**config.mk**
```make
export PLATFORM = sky130hd
export DESIGN_NAME = time_counter
export DESIGN_NICKNAME = d
export VERILOG_FILES = /design/src/rtl/time_counter.sv
export SDC_FILE = /design/constraint.sdc
export NUM_CORES = 1
export LEC_CHECK = 0
export CAP_MARGIN = 30
export CORE_AREA = 2 2 90 92
export DETAILED_ROUTE_END_ITERATION = 6
export DIE_AREA = 0 0 92 94
export MAX_ROUTING_LAYER = met4
export PLACE_DENSITY_LB_ADDON = 0.1
export SYNTH_ARGS = -nofsm -noshare
export SYNTH_HDL_FRONTEND = slang
export SYNTH_SLANG_ARGS = --single-unit
```
**constraint.sdc**
```tcl
create_clock -name CP -period 2.2 [get_ports CP]
set_input_delay 0.22 -clock CP [delete_from_list [all_inputs] [get_ports CP]]
set_output_delay 0.22 -clock CP [all_outputs]
set_load 0.005 [all_outputs]
```
**src/rtl/time_counter.sv**
```systemverilog
// Time-of-day counter: prescaled one-second tick, packed-BCD H:M:S,
// with pause, seconds clear and edge-triggered minute/hour adjust.
module time_counter #(
  parameter int DIV = 1000
) (
  input  logic       CP,
  input  logic       RST,
  input  logic       PAUSE,
  input  logic       SEC_CLR,
  input  logic       ADJ_M,
  input  logic       ADJ_H,
  output logic [7:0] TIME_H,
  output logic [7:0] TIME_M,
  output logic [7:0] TIME_S,
  output logic       TICK,
  output logic       HOUR_PULSE
);

  localparam logic [15:0] LAST = 16'(DIV - 1);

  logic [15:0] presc;
  logic        adj_m_q;
  logic        adj_h_q;
  logic        armed;
  logic        tick;
  logic        m_edge;
  logic        h_edge;
  logic        s_wrap;
  logic        h_carry;

  function automatic logic [7:0] bcd_inc(
    input logic [7:0] v,
    input logic [7:0] top
  );
    if (v == top)
      return 8'h00;
    if (v[3:0] == 4'd9)
      return {v[7:4] + 4'd1, 4'd0};
    return {v[7:4], v[3:0] + 4'd1};
  endfunction

  // armed masks the first cycle after reset so a level held
  // through release is not mistaken for a fresh edge
  always_comb begin
    tick    = !SEC_CLR && !PAUSE && (presc == LAST);
    m_edge  = armed && ADJ_M && !adj_m_q;
    h_edge  = armed && ADJ_H && !adj_h_q;
    s_wrap  = tick && (TIME_S == 8'h59);
    h_carry = s_wrap && !m_edge && (TIME_M == 8'h59);
  end

  always_ff @(posedge CP or posedge RST) begin
    if (RST) begin
      presc   <= '0;
      adj_m_q <= 1'b0;
      adj_h_q <= 1'b0;
      armed   <= 1'b0;
    end else begin
      adj_m_q <= ADJ_M;
      adj_h_q <= ADJ_H;
      armed   <= 1'b1;
      if (SEC_CLR || tick)
        presc <= '0;
      else if (!PAUSE)
        presc <= presc + 16'd1;
    end
  end

  always_ff @(posedge CP or posedge RST) begin
    if (RST) begin
      TIME_H     <= 8'h00;
      TIME_M     <= 8'h00;
      TIME_S     <= 8'h00;
      TICK       <= 1'b0;
      HOUR_PULSE <= 1'b0;
    end else begin
      TICK       <= tick;
      HOUR_PULSE <= h_carry;
      if (SEC_CLR)
        TIME_S <= 8'h00;
      else if (tick)
        TIME_S <= bcd_inc(TIME_S, 8'h59);
      // an adjust edge absorbs a coincident tick carry
      if (m_edge || s_wrap)
        TIME_M <= bcd_inc(TIME_M, 8'h59);
      if (h_edge || h_carry)
        TIME_H <= bcd_inc(TIME_H, 8'h23);
    end
  end

endmodule

```
==> run_results.csv <==
group,metric,value,unit
timing,fmax,0.490,GHz
worst_setup_path,path_class,"flop to flop",
cts,cts_hold_buf,0,
global_routing,grt_pass1_vias,2000,
placement,postPlaceCellArea,3040,sq um
layout,final_nets,325,
synthesis,yosys_most_used_dff,"dfrtp_1",
global_routing,grt_use_total,13.9,%
timing,setup_viol,0,
synthesis,synth.yosys.warnings,0,
placement,dp.cells,401,
worst_setup_path,cp.required,2400,ps
timing,rsz0062_at_grt,"false",
synthesis,syn_nets,276,
timing,tns,0,ps
synthesis,synthCells,257,
worst_hold_path,hold_class,"primary input to asynchronous set/reset pin",
timing,drv_slew,0,
worst_setup_path,critPathMaxFanout,4,
floorplan,start_util,32.4,%
cts,cts.path.max_buffers,2,
power,seqPwrFrac,45.6,%
floorplan,die_x,92,microns
power,p_sw_share,30.4,%
placement,io_buffers,31,
layout,antennaDiodeCount,0,
synthesis,synth_top_cell_area_share,45.7,%
cts,worstSkewPairLatency,300,ps
layout,fin_area,3160,sq um
layout,final_common_cell,"dfrtp_1",
synthesis,avgSynthCellArea,9.60,sq um
synthesis,synth_edf_count,0,
cts,cts_num_sinks,45,
synthesis,synthTopCellsByArea,"dfrtp_1 46%, ha_1 6.6%, nor2_1 5.6%",
worst_setup_path,critical_path.slowest_cell,"or3_4",
synthesis,synth_cell_type_count,41,
timing,period_share,92.8,%
global_routing,grt_pass1_wl,9490,microns
worst_setup_path,critPathCaptureType,"flop",
job,max_cap_viol_count,0,
cts,post_cts_buffers,0,
power,powerDensity,765,nW/um^2
timing,hold_slack,253,ps
power,clockPowerShare,26.2,%
floorplan,fp.coreArea,7610,sq um
placement,dp_hpwl,3850,microns
layout,syn_to_final_growth,28.2,%
cts,clkTransAtPathRegs,100,ps
layout,layout_common_cells,"45 x dfrtp_1, 37 x nor2_1, 31 x clkdlybuf4s50_1",
layout,finalNonFillerCells,409,
route,first_pass_iters,4,
worst_setup_path,cp_cell_sequence,"ha_1 -> and4_1 -> nand2_1 -> or3_4 -> a21oi_2 -> mux2_2",
worst_setup_path,start_kind,"flop",
layout,drive_gt1_share,12.4,%
floorplan,ioPinCount,32,
route,final_antenna_net_count,0,
worst_setup_path,crit_arrival,2240,ps
cts,post_cts_resize_count,0,
synthesis,ys_seq_area_share,45.7,%
power,power.total,2420,uW
route,drc,0,
cts,cts_tree,"built",
cts,cts_made_buffers,5,
power,p_int,1680,uW
synthesis,syn_area,2470,sq um
route,wl_per_cell,12.9,microns
power,leakage,0.00135,uW
power,combPwrFrac,28.2,%
floorplan,die_area,8650,sq um
synthesis,synthArstFlopShare,100,%
power,peakVddDrop,0.000299,V
global_routing,grt_max_degree,25,
status,status,"finished clean",
cts,ctsHtreeMaxLevel,2,
worst_setup_path,r2r.worst_path.cells,6,
worst_setup_path,max_stage_delay,440,ps
timing,min_period,2040,ps
cts,cts_root_buffer,"clkbuf_8",
timing,worst_pin_slew,498,ps
route,num_vias,1990,
floorplan,rows,32,
timing,hold_viol,0,
route,wirelength,5290,microns
timing,timing.slew.headroom,66.7,%
synthesis,ys_ff_latch,45,
floorplan,chipHeight,94,microns
global_routing,antenna_found_initial,0,
placement,gp_congestion,0.790,
route,drt_iter0_drc,50,
global_routing,globalRouteOverflowTotal,0,
synthesis,synth.largest_area_cell,"dfrtp_1",
power,power_switching,735,uW
timing,skew,15.2,ps
route,viasPerCell,4.87,
==> metrics by stage <==
step / utilization, % / setup WS (ps)
global placement: 39.9 / -53.8
CTS: 41.4 / 134
detailed placement: 39.9 / -80.6
global route: 41.6 / 5.48
floorplan: - / 261
finish: 41.6 / 158
==> path summary, 6_finish.rpt <==
path	from	endpoint	slack (ps)
min in group CP	ADJ_H	adj_h_q	380
setup / recovery	presc[0]	TIME_M[4]	160
hold / removal	RST	TIME_M[2]	250
setup reg to reg	presc[0]	TIME_M[4]	160
hold reg to reg	TIME_H[7]	TIME_H[7]	500
max in group asynchronous	RST	TIME_S[1]	1440
==> flip-flops by register name, summed over array words and instances (netlist names) <==
signal	flops
presc	16
TIME_H	8
TIME_M	8
TIME_S	8
HOUR_PULSE	1
TICK	1
adj_h_q	1
adj_m_q	1
armed	1
==> synthesized netlist by cell type, types with 5 or more instances <==
cell / count
a21oi_1: 10
ha_1: 13
xor2_1: 8
mux2_2: 6
and3_1: 7
clkbuf_1: 6
dfrtp_1: 45
nand2_1: 17
nor2b_1: 5
xnor2_1: 9
nor3_1: 6
nor2_1: 37
inv_1: 13
nand4_1: 6
o21ai_0: 16
nand3_1: 9
==> power groups by stage <==
stage | Sequential, uW | Clock [uW] | Combinational [uW]
floorplan | 1090 | 0 | 356
detailed placement | 1120 | 0 | 690
global placement | 1120 | 0 | 676
CTS | 1110 | 662 | 693
finish | 1100 | 633 | 682
global route | 1130 | 698 | 774
==> critical path, delay by kind of cell (launching register included) <==
kind	cells	cell delay, ps
flip-flops	1	390
AO/OA/AOI/OAI	1	180
AND/OR/NAND/NOR	3	840
multiplexers	1	340
adder cells (fa/ha/maj)	1	200
==> layer usage <==
| layer | track usage, % | vias to the layer above | part of all wire, % |
|---|---|---|---|
| li1 | - | 989 | - |
| met1 | 18.1 | 955 | 48 |
| met2 | 22.4 | 39 | 47 |
| met3 | 2.65 | 7 | 3.4 |
| met4 | 3.98 | 0 | 1.2 |
| met5 | - | - | 0 |
==> final cells by class <==
cell class / count / area [sq um]
clock buffers: 6 / 72.6
clock inverters: 2 / 38.8
fillers: 750 / 4450
inverters: 13 / 48.8
multi-input cells: 192 / 1280
flip-flops and latches: 45 / 1130
well taps: 102 / 128
repair buffers: 49 / 470
==> cell families (layout without fill, tap and decap cells) <==
| group | count (synthesis) | count (layout) | synth area share (%) |
|---|---|---|---|
| and+or+nand+nor | 113 | 113 | 25.2 |
| DFF | 45 | 45 | 45.7 |
| AOI/OAI and AO/OA | 41 | 41 | 10.1 |
| buffers and inverters | 20 | 70 | 3.09 |
| xor gates and xnor gates | 17 | 17 | 6.04 |
| adders and majority gates | 13 | 13 | 6.60 |
| muxes | 7 | 7 | 3.15 |
| other | 1 | 1 | 0.152 |
Note: power is estimated with default switching activity, not from simulation.
